**src/rtl/tt_proj_sel_pkg.sv**
```systemverilog
`default_nettype none
// ============================================================================
// Module      : tt_proj_sel_pkg
// Description : Shared state encoding and helper functions for the project
//               selector/sequencer (tt_proj_sel_ctrl).
// Revision    : 1.0 - initial release
// ============================================================================
package tt_proj_sel_pkg;

    // Sequencer states: idle, all-enables-low guard, enabled-in-reset, running
    localparam logic [1:0] c_ST_IDLE  = 2'd0;
    localparam logic [1:0] c_ST_DRAIN = 2'd1;
    localparam logic [1:0] c_ST_HOLD  = 2'd2;
    localparam logic [1:0] c_ST_RUN   = 2'd3;

    // Width of the phase counter: must hold the larger of the two phase lengths
    function automatic int cnt_width(input int guard_cycles, input int rst_cycles);
        int max_v;
        max_v = (guard_cycles > rst_cycles) ? guard_cycles : rst_cycles;
        return $clog2(max_v + 1);
    endfunction

    // Lane n of a one-hot decode of addr
    function automatic logic onehot(input int addr, input int n);
        return (addr == n);
    endfunction

endpackage
`default_nettype wire

```
**src/rtl/tt_proj_sel_edge.sv**
```systemverilog
`default_nettype none
// ============================================================================
// Module      : tt_proj_sel_edge
// Description : Control-input conditioner: optional 2-flop synchronizer
//               (enabled by TT_PROJ_SEL_SYNC_EN) followed by a rising-edge
//               detector. Provides the conditioned level and a one-cycle
//               rise pulse.
// Revision    : 1.0 - initial release
// ============================================================================
module tt_proj_sel_edge (
    input  logic clk,
    input  logic rst_n,
    input  logic i_din,
    output logic o_level,
    output logic o_rise
);

    logic w_level;
    logic r_prev;

`ifdef TT_PROJ_SEL_SYNC_EN
    logic r_meta;
    logic r_sync;

    // Two-flop synchronizer, cleared by reset so no stale edge appears after it
    always_ff @(posedge clk) begin
        if (!rst_n) begin
            r_meta <= 1'b0;
            r_sync <= 1'b0;
        end else begin
            r_meta <= i_din;
            r_sync <= r_meta;
        end
    end

    assign w_level = r_sync;
`else
    // Input is already synchronous to clk and is used as-is
    assign w_level = i_din;
`endif

    // Previous sample of the conditioned level, primed low by reset
    always_ff @(posedge clk) begin
        if (!rst_n) begin
            r_prev <= 1'b0;
        end else begin
            r_prev <= w_level;
        end
    end

    assign o_level = w_level;
    assign o_rise  = w_level & ~r_prev;

endmodule
`default_nettype wire

```
**src/rtl/tt_proj_sel_ctrl.sv**
```systemverilog
`default_nettype none
// ============================================================================
// Module      : tt_proj_sel_ctrl
// Description : Chip-level project selector/sequencer. A pending address is
//               loaded serially (clear level + increment edges); a commit
//               edge switches the project domain via a guard interval with
//               every enable low, then enables the new project while holding
//               the shared reset, then releases it to run.
//               Build option TT_PROJ_SEL_SYNC_EN adds 2-flop synchronizers
//               on all control inputs (+2 cycles on every input effect).
// Revision    : 1.0 - initial release
// ============================================================================
module tt_proj_sel_ctrl
    import tt_proj_sel_pkg::*;
#(
    parameter  int NUM_PROJ     = 24,
    parameter  int GUARD_CYCLES = 2,
    parameter  int RST_CYCLES   = 4,
    localparam int AW           = $clog2(NUM_PROJ)
) (
    input  logic                clk,
    input  logic                rst_n,
    input  logic                ctrl_ena,
    input  logic                sel_clr,
    input  logic                sel_inc,
    input  logic                sel_commit,
    output logic [NUM_PROJ-1:0] proj_ena,
    output logic                proj_rst_n,
    output logic [AW-1:0]       active_addr,
    output logic [AW-1:0]       pending_addr,
    output logic                busy
);

    localparam int            CW           = cnt_width(GUARD_CYCLES, RST_CYCLES);
    localparam logic [CW-1:0] c_GUARD_LOAD = CW'(GUARD_CYCLES - 1);
    localparam logic [CW-1:0] c_RST_LOAD   = CW'(RST_CYCLES - 1);
    localparam logic [AW-1:0] c_LAST_ADDR  = AW'(NUM_PROJ - 1);

    // ------------------------------------------------------------------------
    // Conditioned control inputs
    // ------------------------------------------------------------------------
    logic w_ena_lvl,    w_ena_rise;
    logic w_clr_lvl,    w_clr_rise;
    logic w_inc_lvl,    w_inc_rise;
    logic w_commit_lvl, w_commit_rise;

    tt_proj_sel_edge u_edge_ena (
        .clk     (clk),
        .rst_n   (rst_n),
        .i_din   (ctrl_ena),
        .o_level (w_ena_lvl),
        .o_rise  (w_ena_rise)
    );

    tt_proj_sel_edge u_edge_clr (
        .clk     (clk),
        .rst_n   (rst_n),
        .i_din   (sel_clr),
        .o_level (w_clr_lvl),
        .o_rise  (w_clr_rise)
    );

    tt_proj_sel_edge u_edge_inc (
        .clk     (clk),
        .rst_n   (rst_n),
        .i_din   (sel_inc),
        .o_level (w_inc_lvl),
        .o_rise  (w_inc_rise)
    );

    tt_proj_sel_edge u_edge_commit (
        .clk     (clk),
        .rst_n   (rst_n),
        .i_din   (sel_commit),
        .o_level (w_commit_lvl),
        .o_rise  (w_commit_rise)
    );

    // Only enable level, clear level, increment edge and commit edge matter here
    logic w_unused_edge;
    assign w_unused_edge = ^{w_ena_rise, w_clr_rise, w_inc_lvl, w_commit_lvl};

    // A commit only counts while the block is globally enabled
    logic w_commit;
    assign w_commit = w_commit_rise & w_ena_lvl;

    // ------------------------------------------------------------------------
    // Pending address (independent of sequencer state)
    // ------------------------------------------------------------------------
    logic [AW-1:0] r_pending;

    // Clear has priority over an increment edge; increment wraps at the last project
    always_ff @(posedge clk) begin
        if (!rst_n) begin
            r_pending <= '0;
        end else if (w_clr_lvl) begin
            r_pending <= '0;
        end else if (w_inc_rise) begin
            r_pending <= (r_pending == c_LAST_ADDR) ? '0 : r_pending + AW'(1);
        end
    end

    // ------------------------------------------------------------------------
    // Sequencer
    // ------------------------------------------------------------------------
    logic [1:0]    r_state,  w_state_nxt;
    logic [CW-1:0] r_cnt,    w_cnt_nxt;
    logic [AW-1:0] r_target, w_target_nxt;
    logic [AW-1:0] r_active, w_active_nxt;

    // Next-state: disable beats commit, commit beats phase progress from any state
    always_comb begin
        w_state_nxt  = r_state;
        w_cnt_nxt    = r_cnt;
        w_target_nxt = r_target;
        w_active_nxt = r_active;
        if (!w_ena_lvl) begin
            w_state_nxt = c_ST_IDLE;
            w_cnt_nxt   = '0;
        end else if (w_commit) begin
            w_state_nxt  = c_ST_DRAIN;
            w_cnt_nxt    = c_GUARD_LOAD;
            w_target_nxt = r_pending;
        end else begin
            case (r_state)
                c_ST_DRAIN: begin
                    if (r_cnt == '0) begin
                        w_state_nxt  = c_ST_HOLD;
                        w_cnt_nxt    = c_RST_LOAD;
                        w_active_nxt = r_target;
                    end else begin
                        w_cnt_nxt = r_cnt - CW'(1);
                    end
                end
                c_ST_HOLD: begin
                    if (r_cnt == '0) begin
                        w_state_nxt = c_ST_RUN;
                    end else begin
                        w_cnt_nxt = r_cnt - CW'(1);
                    end
                end
                default: begin
                    // IDLE and RUN wait for a commit or disable
                end
            endcase
        end
    end

    // One-hot decode of the address that will be active next cycle
    logic [NUM_PROJ-1:0] w_onehot_nxt;

    for (genvar i = 0; i < NUM_PROJ; i++) begin : g_onehot
        assign w_onehot_nxt[i] = onehot(int'(w_active_nxt), i);
    end

    logic                w_ena_on_nxt;
    assign w_ena_on_nxt = (w_state_nxt == c_ST_HOLD) || (w_state_nxt == c_ST_RUN);

    logic [NUM_PROJ-1:0] r_proj_ena;
    logic                r_proj_rst_n;
    logic                r_busy;

    // State, counter and outputs registered from next-state so outputs track the state exactly
    always_ff @(posedge clk) begin
        if (!rst_n) begin
            r_state      <= c_ST_IDLE;
            r_cnt        <= '0;
            r_target     <= '0;
            r_active     <= '0;
            r_proj_ena   <= '0;
            r_proj_rst_n <= 1'b0;
            r_busy       <= 1'b0;
        end else begin
            r_state      <= w_state_nxt;
            r_cnt        <= w_cnt_nxt;
            r_target     <= w_target_nxt;
            r_active     <= w_active_nxt;
            r_proj_ena   <= w_ena_on_nxt ? w_onehot_nxt : '0;
            r_proj_rst_n <= (w_state_nxt == c_ST_RUN);
            r_busy       <= (w_state_nxt == c_ST_DRAIN) || (w_state_nxt == c_ST_HOLD);
        end
    end

    assign proj_ena     = r_proj_ena;
    assign proj_rst_n   = r_proj_rst_n;
    assign active_addr  = r_active;
    assign pending_addr = r_pending;
    assign busy         = r_busy;

endmodule
`default_nettype wire

```
**config.mk**
```make
export PLATFORM = sky130hd
export DESIGN_NAME = tt_proj_sel_ctrl
export DESIGN_NICKNAME = d
export VERILOG_FILES = /design/src/rtl/tt_proj_sel_pkg.sv /design/src/rtl/tt_proj_sel_edge.sv /design/src/rtl/tt_proj_sel_ctrl.sv
export SDC_FILE = /design/constraint.sdc
export NUM_CORES = 1
export LEC_CHECK = 0
export BUFFER_PORTS_ARGS = -buffer_cell sky130_fd_sc_hd__buf_4
export CORE_MARGIN = 2
export CORE_UTILIZATION = 40
export DETAILED_ROUTE_END_ITERATION = 7
export PLACE_DENSITY = 0.62
export REMOVE_ABC_BUFFERS = 1
export SETUP_SLACK_MARGIN = 0.2
export SLEW_MARGIN = 20
export SYNTH_ARGS = -nofsm -noshare
export SYNTH_HDL_FRONTEND = slang
export SYNTH_HIERARCHICAL = 1
export SYNTH_SLANG_ARGS = --single-unit
export TNS_END_PERCENT = 30
```
**constraint.sdc**
```tcl
create_clock -name clk -period 6.9 [get_ports clk]
set_input_delay 0.345 -clock clk [delete_from_list [all_inputs] [get_ports clk]]
set_output_delay 0.345 -clock clk [all_outputs]
set_load 0.01 [all_outputs]
```
Word level (Yosys, flattened, before mapping):

Index checks and enable logic that the tools add are counted.

* bits in registers: 48
* word-level logic and storage cells: 78

* add/subtract/negate cells: 2
* equal/unequal tests: 31
* mux-type cells: 14
* bitwise logic cells: 7
* reductions and logical operators: 13

Operators with widths (count)
* $eq 5x5->1 const B: 17
* $mux 5: 5
* $eq 5x4->1 const B: 4
* $eq 5x3->1 const B: 2
* $reduce_and 2->1: 5
* $mux 2: 4
* $eq 2x2->1 const B: 3
* $mux 3: 2
* $pmux 3 s2: 1
* $add 5x1->5 const B: 1
* $eq 5x2->1 const B: 1
* $logic_not 5->1: 1
* $eq 2x1->1 const B: 2
* $not 1->1: 4
* $pmux 2 s2: 1
* $and 1x1->1: 3
* $logic_not 3->1: 1
* $ne 3x3->1 const B: 1
* $reduce_bool 3->1: 1
* $reduce_or 3->1: 1
* $sub 3x1->3 const B: 1
* $logic_or 1x1->1: 2
* $ne 2x2->1 const B: 1
* $reduce_bool 2->1: 1
* other kinds (2): 2

Depth between registers and ports, before layout:

Gate-level depths: netlist (run 1).

* depth after elaboration: 8
* gate-level depth with buffers: 10
* depth with buffers taken out: 9

By module:

The synthesis (run 1) kept the hierarchy.

By module, submodules not included
* tt_proj_sel_ctrl: times used 1, cells each 233, area an instance 2082.0 um2
* tt_proj_sel_edge: times used 4, cells each 4, area an instance 47.5 um2

Least setup slack after synthesis (run 1):

Ideal clock, no wire load.

* path type: reg2reg
* start: register r_cnt[0]
* end: register r_proj_ena[10] (netlist: proj_ena[10])
* arrival: 2.425 ns
* path slack: 4.400 ns
* cell stages (with the launch flop): 11
* period minus slack after synthesis: 2.500 ns
* cell sequence: dfxtp_1 > inv_1 > ha_1 > nor2b_2 > o21bai_1 > a2111oi_1 > ha_1 > o21ai_1 > a211o_4 > buf_6 > o22ai_1

* longest elaborated chain between the ends: 8

RTL lines
* start, declared: RTL line tt_proj_sel_ctrl.sv:107 `logic [CW-1:0] r_cnt, w_cnt_nxt;`
* start signal, assigned: RTL line tt_proj_sel_ctrl.sv:175 `r_cnt <= w_cnt_nxt;`
* $logic_not 3->1 (*): RTL line tt_proj_sel_ctrl.sv:127, tt_proj_sel_ctrl.sv:136
* $mux 2, on equally long branches: RTL line tt_proj_sel_ctrl.sv:136, tt_proj_sel_ctrl.sv:127
* $pmux 2 s2 (*): RTL line tt_proj_sel_ctrl.sv:125 `case (r_state)`
* $mux 2 (*): RTL line tt_proj_sel_ctrl.sv:120 `end else if (w_commit) begin`
* $mux 2 (*): RTL line tt_proj_sel_ctrl.sv:117 `if (!w_ena_lvl) begin`
* net w_state_nxt[1]: RTL line tt_proj_sel_ctrl.sv:106 `logic [1:0] r_state, w_state_nxt;`
* $eq 2x2->1: RTL line tt_proj_sel_ctrl.sv:157 `assign w_ena_on_nxt = (w_state_nxt == c_ST_HOLD) || (w_state_nxt == c_ST_RUN);`
* $logic_or 1x1->1 (*): RTL line tt_proj_sel_ctrl.sv:157
* $reduce_and 2->1 (no source line) (*)
* end signal, assigned: RTL line tt_proj_sel_ctrl.sv:178 `r_proj_ena <= w_ena_on_nxt ? w_onehot_nxt : '0;`
* end, declared: RTL line tt_proj_sel_ctrl.sv:159 `logic [NUM_PROJ-1:0] r_proj_ena;`

The timed path passes the listed nets; every way through them passes the cells marked *.
A chain may end at the register's enable or synchronous reset.

Final worst setup path (run 1):

* start: register r_state[1]
* end: register r_proj_ena[11] (netlist: proj_ena[11])

* longest elaborated chain between the ends: 7

RTL lines
* start, declared: RTL line tt_proj_sel_ctrl.sv:106
* start signal, assigned: RTL line tt_proj_sel_ctrl.sv:166 `r_state <= c_ST_IDLE;`
* start signal, assigned: RTL line tt_proj_sel_ctrl.sv:174 `r_state <= w_state_nxt;`
* $eq 2x2->1 (tied with other cells): RTL line tt_proj_sel_ctrl.sv:125
* $pmux 2 s2 (*): RTL line tt_proj_sel_ctrl.sv:125
* $mux 2 (*): RTL line tt_proj_sel_ctrl.sv:120
* $mux 2 (*): RTL line tt_proj_sel_ctrl.sv:117
* net w_state_nxt[1]: RTL line tt_proj_sel_ctrl.sv:106
* $eq 2x2->1: RTL line tt_proj_sel_ctrl.sv:157
* $logic_or 1x1->1 (*): RTL line tt_proj_sel_ctrl.sv:157
* $reduce_and 2->1 (no source line) (*)

Marked as above.

==> metrics.txt, run 1 <==
DRT iter0 DRCs 115; Hold Crit Endpoint u_edge_inc/r_prev; worst path bufs/invs 1; Antenna Nets Post-Route 0; number of global-route vias before repair 1724; clock sinks 48; final slew viol count 0; worst vdd ir 0.0734 mV; Reg2Reg Setup Slack 3.96 ns; min-delay src sel_inc; TritonRoute pass-1 iters 5; M2 GR Usage 28.1%; Max-Cap Viols 0; Worst Skew 0.00850 ns; global-route wire length before repair 8250 um; Num CTS Buffers 5; area delta synth->final 18.9%; Worst Hold Depth 2; DR WL/cell 14.1 um; Cell Count Post-Placement 337; Fill cells 507; area of the multi-input gates 1090 um2; DR vias/cell 5.43; share of post-route cells with drive strength above 1 20.7%; crit-path max FO 21; RSZ-0062 raised after global routing no; final worst-path cycle share 42.6%; via count 1872; final wirelength 4880 um; cts repair resizes 0; die area 6050 um2; H-tree levels 2; initial antenna violation count 0; fmax 0.340 GHz; Final nets 288; # DRC 0; Synth warnings 6; CTS tree done; io pins 42; gr busiest metal met2; Placed Area 2490 um2; critical path class reg2reg; status finished clean; worst reg2reg endpoint proj_ena[11]; CP cell instances inv_1, ha_1, nor3_1, a2111oi_1, ha_1, o21ai_1, a211o_4, o22ai_1; actual slew at the worst max-slew pin 0.674 ns; PortBufs 41; nature of the critical path endpoint flop; FF+latch area 961 um2; Initial Util 42.1%; max_slew headroom 54.7%; endpoints failing setup 0; most frequent CP cell ha_1; CP Data Required Time 7.13 ns; Lkg Pwr 0.944 nW; Post-CTS Setup Bufs 0; Max Buffers Root-to-Sink 2; # rows 26; Clock transition at path regs 0.09 ns; largest net degree at the start of global routing 22; CTS Hold Bufs 0; r2r startpoint r_state[1]; kind of cell adding the most delay to the critical path compound AO/OA/AOI/OAI gates; Die W 77.8 um; fin crit period 2.94 ns; final-report hold violation count 0; P per Cell Area 188 nW/um2; CP max stage cell ha_1; Finished Cell Area 2590 um2; Detailed Place HPWL 3590 um; CP peak stage delay 0.60 ns; Cells after Synth 241; overall routing resource usage 17.0%; Core Area 5170 um2; GRT Residual Overflow 0; M3 GR Usage 3.60%; number of diodes 0; Clock Latency Late Sink 0.30 ns; Total Neg Setup Slack 0 ns; Vert. Die Dim 77.8 um; Critical Path Stages 8; arrival time worst endpoint 3.17 ns; Syn Area/Cell 9.03 um2; met1 Use GR 22.1%; Non-Filler Instances 345; gpl congestion 0.875; startpoint types flop; Synth Cell Area 2180 um2; Hold Path Class in2reg; CTS root buffer clkbuf_8; Worst Reg-to-Reg Cells 8
-- per-stage QoR --
step | hold WS, ns | utilization [%] | worst slack (ns) | power (mW)
detailed placement | 0.499 | 48.2 | 3.98 | 0.319
floorplan | 0.466 | - | 4.30 | 0.307
CTS | 0.253 | 50.0 | 3.96 | 0.494
global route | 0.248 | 50.0 | 3.64 | 0.511
finish | 0.263 | 50.0 | 3.96 | 0.486
global placement | 0.496 | 48.2 | 4.07 | 0.318
-- report_power, final --
part | switching, mW | leakage (nW) | internal [mW]
clock | 0.0919 | 0.0516 | 0.0820
sequential | 0.00154 | 0.388 | 0.279
combinational | 0.0199 | 0.504 | 0.0119
total | 0.113 | 0.944 | 0.373
-- cell usage in the layout, fill, tap and decap left out, drive strengths merged, types with 2 or more instances in the layout --
| cell | count |
|---|---|
| ha | 8 |
| nor2 | 9 |
| o2111ai | 2 |
| a2111oi | 3 |
| nor3b | 3 |
| nand2 | 19 |
| a21oi | 21 |
| nand4b | 3 |
| clkbuf | 6 |
| o211ai | 6 |
| nor2b | 10 |
| nand3 | 22 |
| o22ai | 16 |
| nand2b | 4 |
| and2 | 4 |
| and3b | 2 |
| o21ai | 7 |
| dfxtp | 48 |
| buf | 42 |
| inv | 10 |
| nand4 | 11 |
| nand3b | 2 |
-- worst max-delay path by stage --
stage | endpoint | slack [ns] | startpoint
2_1_floorplan | proj_ena[4] | 4.30 | r_cnt[0]
3_3_place_gp | proj_ena[11] | 4.07 | r_state[1]
3_5_place_dp | proj_ena[11] | 3.98 | r_state[1]
4_1_cts | proj_ena[11] | 3.96 | r_state[1]
5_1_grt | proj_ena[11] | 3.64 | r_state[1]
6_report | proj_ena[11] | 3.96 | r_state[1]
-- metal layers --
metal  up-vias  part of all wire (%)
met3         5                   5.3
li1        941                     -
met4         0                   1.3
met5         -                     0
met1       879                    46
met2        47                    48
-- area by class of cell --
class	count	area share, %
clock buffer	6	3.19
clock inverter	2	0.532
inverter	9	1.30
multi-input combinational	168	42.3
sequential	48	37.1
tap	70	3.38
timing repair buffer	42	12.2
-- worst register-to-register path, stage by stage (launching register included) --
cell and delay (ns):
dfxtp_1 0.35, inv_1 0.10, ha_1 0.60, nor3_1 0.16, a2111oi_1 0.50, ha_1 0.26
o21ai_1 0.24, a211o_4 0.47, o22ai_1 0.18
-- registers in the layout, summed over array words and instances (netlist names) --
name,cells
proj_rst_n,1
u_edge_commit/r_prev,1
u_edge_inc/r_prev,1
r_target,5
r_cnt,3
busy,1
r_state,2
pending_addr,5
active_addr,5
proj_ena,24
Power figures use the tool's default switching activity.
==> inputs of run 2 (changes only) <==
Settings changed: ABC_AREA from default to 1, PLACE_DENSITY 0.62 to 0.63.
Clock period 6.9 ns to 2.8 ns, I/O delays scaled along.
==> metrics.txt, run 2 <==
CTS Hold Bufs 0; final worst-path cycle share 77.0%; DRT iter0 DRCs 61; Core Area 4410 um2; most common cell after layout, fill and taps aside dfxtp_1; total power 1.15 mW; Hold Path Class in2reg; max_slew headroom 72.9%; Place WS 0.689 ns; Synth warnings 6; Cell Count Post-Placement 317; GRT Residual Overflow 0; Vert. Die Dim 72.2 um; DR WL/cell 11.3 um; startpoint types flop; # rows 24; actual slew at the worst max-slew pin 0.402 ns; via count 1495; Antenna Nets Post-Route 0; CP max stage cell dfxtp_1; fin crit period 2.15 ns; CTS tree done; cts repair resizes 0; overall routing resource usage 15.7%; critical path class reg2reg; share of post-route cells with drive strength above 1 23.2%; CTS root buffer clkbuf_8; Min Hold Slack 0.0251 ns; Clock transition at path regs 0.08 ns; largest net degree at the start of global routing 15; die area 5220 um2; H-tree levels 2; PortBufs 41; io pins 42; DR vias/cell 4.61; max reg flops 24; gpl congestion 0.795; Core Util, Final 52.0%; Synth Cell Area 1860 um2; Worst Skew 0.00309 ns; crit-path max FO 9; arrival time worst endpoint 2.35 ns; Max Buffers Root-to-Sink 2; Clock Latency Late Sink 0.30 ns; kind of cell adding the most delay to the critical path simple AND/OR/NAND/NOR gates; Total Neg Setup Slack 0 ns; number of global-route vias before repair 1375; Num CTS Buffers 5; clock sinks 48; commonest cells after routing, fill and taps aside 48 x dfxtp_1, 45 x nor2_1, 41 x buf_4; initial antenna violation count 0; CP Data Required Time 3.00 ns; Placed Area 2220 um2; Lkg Pwr 1.09 nW; Finished Cell Area 2300 um2; Detailed Place HPWL 2720 um; status finished clean; slack of the critical path 0.645 ns; Cells after Synth 227; global-route wire length before repair 6270 um; final wirelength 3650 um; CP cell instances inv_1, ha_1, nand3_4, nand2_1, a21oi_1, nor2_1, ha_1, o21ai_0, nor2_2, nand2_1, nor2_1; worst vdd ir 0.291 mV; nature of the critical path endpoint flop; fmax 0.464 GHz; Non-Filler Instances 324; number of diodes 0; Syn Area/Cell 8.21 um2; worst path bufs/invs 1; Max-Cap Viols 0; TritonRoute pass-1 iters 4; RSZ-0062 raised after global routing no; Post-CTS Setup Bufs 0; CP peak stage delay 0.37 ns; P per Cell Area 501 nW/um2; Final nets 286; area delta synth->final 23.3%; Initial Util 42.2%; # DRC 0; endpoints failing setup 0; final-report hold violation count 0; Die W 72.2 um; final slew viol count 0
[run 2: final timing paths]
| kind | start | endpoint | slack, ns | cells after the start |
|---|---|---|---|---|
| worst max-delay path | r_state[1] | proj_ena[11] | 0.65 | 11 |
| worst min-delay path | sel_commit | u_edge_commit/r_prev | 0.03 | 3 |
| worst max register to register | r_state[1] | proj_ena[11] | 0.65 | 11 |
| worst min register to register | r_target[1] | r_target[1] | 0.48 | 2 |
[run 2: layout make-up]
| class | count | area, um2 |
|---|---|---|
| Clock buffer | 5 | 68.8 |
| Clock inverter | 2 | 12.5 |
| Fill cell | 434 | 2120 |
| Inverter | 31 | 116 |
| Multi-Input combinational cell | 145 | 766 |
| Sequential cell | 48 | 961 |
| Tap cell | 52 | 65.1 |
| Timing Repair Buffer | 41 | 308 |
[run 2: metal layers]
metal / part of all wire (%) / up-vias / track usage (%)
li1: - / 797 / -
met1: 49 / 666 / 21.6
met2: 44 / 25 / 22.4
met3: 4.2 / 7 / 4.03
met4: 2.2 / 0 / 8.18
met5: 0 / - / 0
[run 2: report_power, final]
part           leakage (nW)  internal, mW  switching, mW
Sequential            0.388         0.691        0.00529
Clock                0.0400         0.169          0.224
Combinational         0.659        0.0218         0.0405
[run 2: worst reg2reg max path: cells and delay by family, from the launching register on]
family | cells | cell delay, ns
DFF | 1 | 0.37
and+or+nand+nor | 6 | 0.70
AOI/OAI and AO/OA | 2 | 0.50
buffers and inverters | 1 | 0.08
adders and majority gates | 2 | 0.41
